$ cat src/rtl/hcsr04_defs.sv
// Shared state codes, default timing and BCD helpers
// for the HC-SR04 emulator.
package hcsr04_defs;

   typedef enum logic [3:0] {
      ST_INICIAL = 4'd0,
      ST_IDLE    = 4'd1,
      ST_TRIGGER = 4'd2,
      ST_ATRASO  = 4'd3,
      ST_ECO     = 4'd4,
      ST_FIM     = 4'd5
   } estado_t;

   localparam int LARGURA_MIN_PAD = 500;
   localparam int ATRASO_PAD      = 10000;
   localparam int R_PAD           = 2941;
   localparam int TIMEOUT_PAD     = 1900000;

   function automatic logic bcd_valido(input logic [11:0] v);
      return (v[11:8] <= 4'd9) && (v[7:4] <= 4'd9) && (v[3:0] <= 4'd9);
   endfunction

   function automatic logic [11:0] bcd_dec(input logic [11:0] v);
      logic [3:0] c;
      logic [3:0] d;
      logic [3:0] u;
      {c, d, u} = v;
      if (u != 4'd0) begin
         u = u - 4'd1;
      end else begin
         u = 4'd9;
         if (d != 4'd0) begin
            d = d - 4'd1;
         end else begin
            d = 4'd9;
            c = (c != 4'd0) ? c - 4'd1 : 4'd9;
         end
      end
      return {c, d, u};
   endfunction

endpackage

$ cat src/rtl/contador_bcd_dec.sv
// Three-digit BCD down-counter with load, decrement,
// zero flag and digit-validity flag.
module contador_bcd_dec
   import hcsr04_defs::*;
(
   input  logic        clock,
   input  logic        reset,
   input  logic        carrega,
   input  logic        decrementa,
   input  logic [11:0] d,
   output logic [11:0] q,
   output logic        zero,
   output logic        valido
);

   always_ff @(posedge clock or negedge reset) begin
      if (!reset) begin
         q <= 12'h000;
      end else if (carrega) begin
         q <= d;
      end else if (decrementa) begin
         q <= bcd_dec(q);
      end
   end

   assign zero   = (q == 12'h000);
   assign valido = bcd_valido(q);

endmodule

$ cat src/rtl/emulador_hcsr04.sv
// HC-SR04 ultrasonic sensor emulator: trigger qualification,
// burst delay and distance-proportional echo pulse.
module emulador_hcsr04
   import hcsr04_defs::*;
#(
   parameter int LARGURA_MIN = LARGURA_MIN_PAD,
   parameter int ATRASO      = ATRASO_PAD,
   parameter int R           = R_PAD,
   parameter int TIMEOUT     = TIMEOUT_PAD
) (
   input  logic        clock,
   input  logic        reset,
   input  logic        trigger,
   input  logic [11:0] distancia,
   output logic        echo,
   output logic        pronto,
   output logic [3:0]  db_estado
);

   localparam int TW   = $clog2(LARGURA_MIN + 1);
   localparam int MAXC = (ATRASO > TIMEOUT) ? ATRASO : TIMEOUT;
   localparam int CW   = $clog2(MAXC + 1);
   localparam int MW   = (R > 1) ? $clog2(R) : 1;

   estado_t        estado;
   logic           trig_ant;
   logic           invalido;
   logic [TW-1:0]  cnt_trig;
   logic [CW-1:0]  cnt;
   logic [MW-1:0]  cnt_cm;
   logic [11:0]    valor;
   logic           zero;
   logic           valido;
   logic           carrega;
   logic           decrementa;

   assign carrega = (estado == ST_TRIGGER) && !trigger
                    && (cnt_trig >= TW'(LARGURA_MIN));
   assign decrementa = (estado == ST_ECO) && !invalido
                       && (cnt_cm == MW'(R - 1));

   contador_bcd_dec u_bcd (
      .clock      (clock),
      .reset      (reset),
      .carrega    (carrega),
      .decrementa (decrementa),
      .d          (distancia),
      .q          (valor),
      .zero       (zero),
      .valido     (valido)
   );

   always_ff @(posedge clock or negedge reset) begin
      if (!reset) begin
         estado   <= ST_INICIAL;
         trig_ant <= 1'b0;
         invalido <= 1'b0;
         cnt_trig <= '0;
         cnt      <= '0;
         cnt_cm   <= '0;
         echo     <= 1'b0;
         pronto   <= 1'b0;
      end else begin
         trig_ant <= trigger;
         pronto   <= 1'b0;
         unique case (estado)
            ST_INICIAL: estado <= ST_IDLE;
            ST_IDLE: begin
               if (trigger && !trig_ant) begin
                  cnt_trig <= TW'(1);
                  estado   <= ST_TRIGGER;
               end
            end
            ST_TRIGGER: begin
               if (trigger) begin
                  if (cnt_trig < TW'(LARGURA_MIN))
                     cnt_trig <= cnt_trig + TW'(1);
               end else begin
                  cnt_trig <= '0;
                  cnt      <= '0;
                  estado   <= carrega ? ST_ATRASO : ST_IDLE;
               end
            end
            ST_ATRASO: begin
               if (cnt == CW'(ATRASO - 1)) begin
                  cnt      <= '0;
                  cnt_cm   <= '0;
                  invalido <= zero || !valido;
                  echo     <= 1'b1;
                  estado   <= ST_ECO;
               end else begin
                  cnt <= cnt + CW'(1);
               end
            end
            ST_ECO: begin
               // echo ends on the edge that takes the distance to 000
               if (invalido) begin
                  if (cnt == CW'(TIMEOUT - 1)) begin
                     echo   <= 1'b0;
                     pronto <= 1'b1;
                     estado <= ST_FIM;
                  end else begin
                     cnt <= cnt + CW'(1);
                  end
               end else if (cnt_cm == MW'(R - 1)) begin
                  cnt_cm <= '0;
                  if (valor == 12'h001) begin
                     echo   <= 1'b0;
                     pronto <= 1'b1;
                     estado <= ST_FIM;
                  end
               end else begin
                  cnt_cm <= cnt_cm + MW'(1);
               end
            end
            ST_FIM:  estado <= ST_IDLE;
            default: estado <= ST_INICIAL;
         endcase
      end
   end

   assign db_estado = estado;

endmodule

$ cat config.mk
export PLATFORM = sky130hd
export DESIGN_NAME = emulador_hcsr04
export DESIGN_NICKNAME = d
export VERILOG_FILES = /design/src/rtl/hcsr04_defs.sv /design/src/rtl/contador_bcd_dec.sv /design/src/rtl/emulador_hcsr04.sv
export SDC_FILE = /design/constraint.sdc
export NUM_CORES = 1
export LEC_CHECK = 0
export BUFFER_PORTS_ARGS = -buffer_cell sky130_fd_sc_hd__clkbuf_2
export CAP_MARGIN = 5
export CORE_MARGIN = 4
export CORE_UTILIZATION = 55
export DETAILED_ROUTE_END_ITERATION = 7
export PLACE_DENSITY = 0.76
export SETUP_SLACK_MARGIN = 0.4
export SLEW_MARGIN = 10
export SYNTH_ARGS = -nofsm -noshare
export SYNTH_HDL_FRONTEND = slang
export SYNTH_SLANG_ARGS = --single-unit
export TNS_END_PERCENT = 20
$ cat constraint.sdc
create_clock -name clock -period 2 [get_ports clock]
set_input_delay 0.2 -clock clock [delete_from_list [all_inputs] [get_ports clock]]
set_output_delay 0.2 -clock clock [all_outputs]
set_load 0.01 [all_outputs]
# After elaboration in Yosys (flattened, before gate mapping)
# Cells that the tools add are included.
# Widths: inputs -> output; s select.
dict set report word_totals {
  output_inout_bits 6
  ff_bits 62
  word_cells 114
}
dict set report classes {
  n_mux 41
  addsub 6
  order_cmp 5
  n_eq_ne 21
  reduce_logical 30
}
# op count
set ops {}
lappend ops {{$mux 21} 4}
lappend ops {{$pmux 21 s3} 1}
lappend ops {{$mux 12} 5}
lappend ops {{$mux 4} 13}
lappend ops {{$mux 9} 3}
lappend ops {{$pmux 12 s2} 1}
lappend ops {{$add 21x1->21 const B} 1}
lappend ops {{$eq 21x14->1 const B} 1}
lappend ops {{$eq 21x21->1 const B} 1}
lappend ops {{$pmux 4 s5} 1}
lappend ops {{$pmux 9 s2} 1}
lappend ops {{$ne 2x2->1 const B} 8}
lappend ops {{$add 12x1->12 const B} 1}
lappend ops {{$eq 12x1->1 const B} 1}
lappend ops {{$eq 12x12->1 const B} 1}
lappend ops {{$le 4x4->1 const B} 3}
lappend ops {{$logic_not 12->1} 1}
lappend ops {{$ne 3x2->1 const B} 4}
lappend ops {{$reduce_bool 4->1} 3}
lappend ops {{$sub 4x1->4 const B} 3}
lappend ops {{$mux 1} 10}
lappend ops {{$add 9x1->9 const B} 1}
lappend ops {{$ge 9x9->1 const B} 1}
lappend ops {{$lt 9x9->1 const B} 1}
lappend ops {{17 further kinds} 33}

# Depth between registers and ports, before layout
dict set report logic_depth {
  ltp_word 6
  depth_mapped 8
  mapped_depth_nobuf 7
}

# Modules after synthesis
# A second synthesis with hierarchy kept.
dict set report unflattened {
  hier_cells 401
  area_unflattened_um2 3661.0
}
# module cells_each area_each_um2 instances seq_area_each_um2
set by_module_without_submodules {}
lappend by_module_without_submodules {emulador_hcsr04 320 2959.1 1 1226.2}
lappend by_module_without_submodules {contador_bcd_dec 81 701.9 1 300.3}

# Worst setup path after synthesis
# Ideal clock, no wire load.
dict set report synth_path {
  path_type {reg-to-reg}
  from {reg cnt[0]}
  to {reg cnt_cm[10]}
  synth_period_minus_slack_ns 2.115
  path_slack_ns -0.115
  path_stages_with_launch 8
  setup_ns 0.122
  t_arrival_ns 1.994
  required_time_ns 1.878
  cell_sequence {dfrtp_1 > ha_1 > nor4b_2 > nand4b_1 > nor3_2 > clkbuf_1 > o22ai_1 > a32o_1}
}
dict set report synth_via {
  elab_chain_len 3
}
# item line_no
set synth_rtl {}
lappend synth_rtl {{start: declaration} emulador_hcsr04.sv:29} ;# logic [CW-1:0] cnt;
lappend synth_rtl {{start signal: assignment} emulador_hcsr04.sv:92} ;# cnt <= cnt + CW'(1);
lappend synth_rtl {{start signal: assignment} emulador_hcsr04.sv:103} ;# cnt <= cnt + CW'(1);
lappend synth_rtl {{$eq 21x14->1} emulador_hcsr04.sv:85} ;# if (cnt == CW'(ATRASO - 1)) begin
lappend synth_rtl {{$ne 2x2->1 (no line)} n/a}
lappend synth_rtl {{$reduce_and 3->1 (no line)} n/a}
lappend synth_rtl {{end signal: assignment} emulador_hcsr04.sv:113} ;# cnt_cm <= cnt_cm + MW'(1);
lappend synth_rtl {{end: declaration} emulador_hcsr04.sv:30} ;# logic [MW-1:0] cnt_cm;
# No other way between the ends.
# A chain may end at the register's enable or synchronous reset.

# Final worst setup path
dict set report layout_path {
  from {reg cnt_cm[0]}
  to {reg u_bcd.q[10]}
}
dict set report layout_via {
  elab_chain_len 4
}
# item line_no
set layout_rtl {}
lappend layout_rtl {{$eq 12x12->1} emulador_hcsr04.sv:40} ;# && (cnt_cm == MW'(R - 1));
lappend layout_rtl {{$logic_and 1x1->1} emulador_hcsr04.sv:40}
lappend layout_rtl {{$reduce_bool 2->1 (no line)} n/a}
lappend layout_rtl {{$reduce_and 3->1 (no line)} n/a}
lappend layout_rtl {{end signal: assignment} contador_bcd_dec.sv:22} ;# q <= bcd_dec(q);
lappend layout_rtl {{end: declaration} contador_bcd_dec.sv:11} ;# output logic [11:0] q,
# No other way between the ends.

==> metrics.csv <==
stage,metric,value,unit
critical_path,Buf/Inv on CP,3,
critical_path,Critical Path RT,2230,ps
routing,DRT Pass-1 Iters,5,
layout,fillers,335,
floorplanning,Initial Util,0.565,
clocking,Worst-path clk slew,70,ps
clocking,CTS Buf Count,9,
run_status,status,finished with violations,
critical_path,CP cell instances,"inv_2, ha_4, nand4bb_4, buf_6, nor4_4, buf_4, nand4_4, o311a_1, a211o_1",
timing,Final Setup Violations,24,
routing,DRC viols,0,
yosys,number of flops mapped to enable cells by yosys,0,
floorplanning,Top Ports,21,
grt,first-pass GRT wire length,16800,um
run_status,violated checks,negative setup slack,
yosys,async set-or-reset flop fraction in the synthesized netlist,1.00,
critical_path,Worst path max stage delay,410,ps
clocking,CTS sink cnt,61,
power_and_ir_drop,leak pwr,2.17,nW
layout,final core occ,0.816,
layout,Area Growth Syn to Fin,44.4,%
grt,vias in the first global route,3561,
yosys,Post-Syn Instances,389,
layout,Nets,512,
power_and_ir_drop,Pwr Density,713,nW/um2
critical_path,Critical Path Fanout Max,4,
routing,WL per Instance,19.1,um
layout,antenna cells,0,
grt,GRT Residual Overflow,0,
critical_path,Critical Setup Path Class,flip-flop to flip-flop,
floorplanning,die width,88.5,um
critical_path,cell family with most CP delay,compound AO/OA/AOI/OAI gates,
critical_path,Worst Path Arrival,2490,ps
yosys,synthesis-stage register bit count,61,
yosys,Synth cell types,63,
layout,fin cells,574,
grt,total global-route track usage,0.274,
critical_path,slowest CP cell,o311a_1,
critical_path,Worst Setup End Kind,flip-flop,
timing,Fin. Hold Viols,0,
critical_path,Setup crit start kind,flip-flop,
placed_design,pre-CTS WS,-237,ps
timing,"Period Utilization, post-route",1.13,
run,number of max-cap violations,0,
routing,post-DR vias/cell,6.34,
power_and_ir_drop,Tot Pwr,3.67,mW
routing,via count,3640,
floorplanning,Die Y,88.5,um
clocking,htree depth,3,
timing,FMAX,443,MHz
grt,initial antenna violation count,0,
routing,Initial DRC Count,251,
power_and_ir_drop,Max VDD drop,0.000735,V
yosys,Syn Nets,409,
yosys,register area share after synthesis,0.428,
routing,WL final,11000,um
clocking,clk buf depth,2,
clocking,"Clk Latency, worst-skew pair",340,ps
floorplanning,DIE AREA,7840,um2
grt,largest net degree at the start of global routing,62,
layout,layout cell share with drive strength beyond 1,0.402,
timing,clk_skew,10.9,ps
min_path,Worst Hold Class,input port to flip-flop,
floorplanning,Core Footprint,6310,um2
yosys,Mapped Avg Cell Area,9.17,um2
placed_design,I/O Buffers,19,
placed_design,Final HPWL DP,5700,um
timing,RSZ-0062 raised after global routing,yes,
floorplanning,row count,29,
clocking,root buffer cell,clkbuf_8,
placed_design,routability cong.,0.817,
timing,worst setup margin,-259,ps
yosys,Mapped Area,3570,um2
yosys,"Top FF cell, synth",dfrtp_1,
timing,"Slew Viols, Final",0,
routing,DRT antenna net count,0,
timing,Final min period,2260,ps
clocking,CTS tree,yes,
yosys,Synth warnings,0,
placed_design,placed cell count,522,
==> power breakdown <==
part	switching (mW)	internal, mW
sequential	0.122	1.33
clock	0.513	0.582
combinational	0.589	0.531
==> placed cells by master, fill, tap and decap left out, drive strengths merged, types with 3 or more instances in the layout <==
master / Yosys / routed
and3: 7 / 7
o31ai: 6 / 6
xor2: 14 / 14
a21oi: 15 / 15
a32o: 9 / 9
nand3: 16 / 16
nor2b: 6 / 6
nand4: 17 / 17
buf: 6 / 84
a22o: 4 / 4
mux2i: 3 / 3
nor4: 9 / 9
a21o: 3 / 3
nor3: 11 / 11
nand2: 35 / 35
nor2: 37 / 38
nor4b: 4 / 4
o21bai: 3 / 3
or3: 15 / 15
and2: 3 / 3
inv: 12 / 12
clkbuf: 8 / 32
o21ai: 26 / 26
a31oi: 7 / 7
or2: 4 / 5
or4: 5 / 5
dfrtp: 61 / 61
ha: 5 / 5
o2bb2ai: 3 / 3
o22ai: 7 / 7
==> cells in the mapped netlist, drive strengths merged, types with 7 or more instances <==
library cell	n	area, um2
a21oi	15	78.8
o21ai	26	134
clkbuf	8	30.0
nor4	9	71.3
o22ai	7	43.8
nand4	17	121
and3	7	43.8
xor2	14	123
inv	12	45.0
nor2	37	139
nand3	16	80.1
a31oi	7	43.8
nand2	35	131
or3	15	96.3
nor3	11	71.3
dfrtp	61	1530
a32o	9	90.1
==> cell type report <==
cell class | count | area (um2) | share of cell area
multi-input combinational | 304 | 2370 | 0.460
inverter | 12 | 47.5 | 0.00923
timing repair buffer | 104 | 915 | 0.178
sequential | 61 | 1530 | 0.297
clock inverter | 3 | 17.5 | 0.00340
tap | 77 | 96.3 | 0.0187
clock buffer | 13 | 179 | 0.0347
==> kinds of logic (layout without fill, tap and decap cells) <==
| logic type | Yosys count | count (layout) | synth area share |
|---|---|---|---|
| buffers and inverters | 26 | 132 | 0.0333 |
| muxes | 5 | 5 | 0.0147 |
| AOI/OAI and AO/OA | 92 | 92 | 0.175 |
| adders and majority gates | 5 | 5 | 0.0175 |
| DFF | 61 | 61 | 0.428 |
| other | 1 | 1 | 0.00105 |
| xor gates and xnor gates | 16 | 16 | 0.0393 |
| and+or+nand+nor | 183 | 185 | 0.291 |
==> repair_timing <==
action | 4_1_cts | 5_1_grt
cloned | 3 | 0
hold buffers | 1 | 0
endpoints found under the setup margin | 59 | 60
endpoints found under the hold margin | 61 | 0
gates resized for setup | 100 | 28
setup buffers | 20 | 12
pin swaps | 56 | 27
==> registers in the layout, summed over array words and instances, names as in the netlist <==
name / count
cnt: 21
cnt_cm: 12
cnt_trig: 9
db_estado: 3
echo: 1
invalido: 1
pronto: 1
trig_ant: 1
u_bcd.q: 12
==> metrics by stage <==
stage / TNS (ps) / cell area (um2) / hold slack (ps)
after floorplan: -490 / 3600 / -95.6
final: -3140 / 5150 / 63.5
after CTS: -12.9 / 4940 / 57.7
after global routing: -5390 / 5150 / 70.1
after global placement: -1190 / 4140 / 238
after detailed placement: -2720 / 4140 / 239
==> per-layer routing <==
metal,up-vias,GRT usage,part of all wire
li1,1661,-,-
met1,1757,0.331,0.39
met2,176,0.469,0.50
met3,46,0.0503,0.064
met4,0,0.137,0.043
met5,-,0,0
==> final timing paths <==
kind                               from           end  slack (ps)  cells past startpoint
min in group asynchronous         reset   cnt_trig[6]         390                      3
hold / removal             distancia[1]    u_bcd.q[1]          60                      3
setup reg to reg              cnt_cm[0]   u_bcd.q[10]        -260                      9
hold reg to reg             cnt_trig[8]   cnt_trig[8]         500                      1
setup / recovery              cnt_cm[0]   u_bcd.q[10]        -260                      9
max in group asynchronous         reset  db_estado[2]        1320                      3
==> worst reg2reg max path, cell delays in order, from the launching register on <==
cell and delay, ps:
dfrtp_1 400, inv_2 90, ha_4 150, nand4bb_4 140
buf_6 160, nor4_4 210, buf_4 230, nand4_4 140
o311a_1 410, a211o_1 230
No activity file was read; power rests on OpenSTA's default activity.
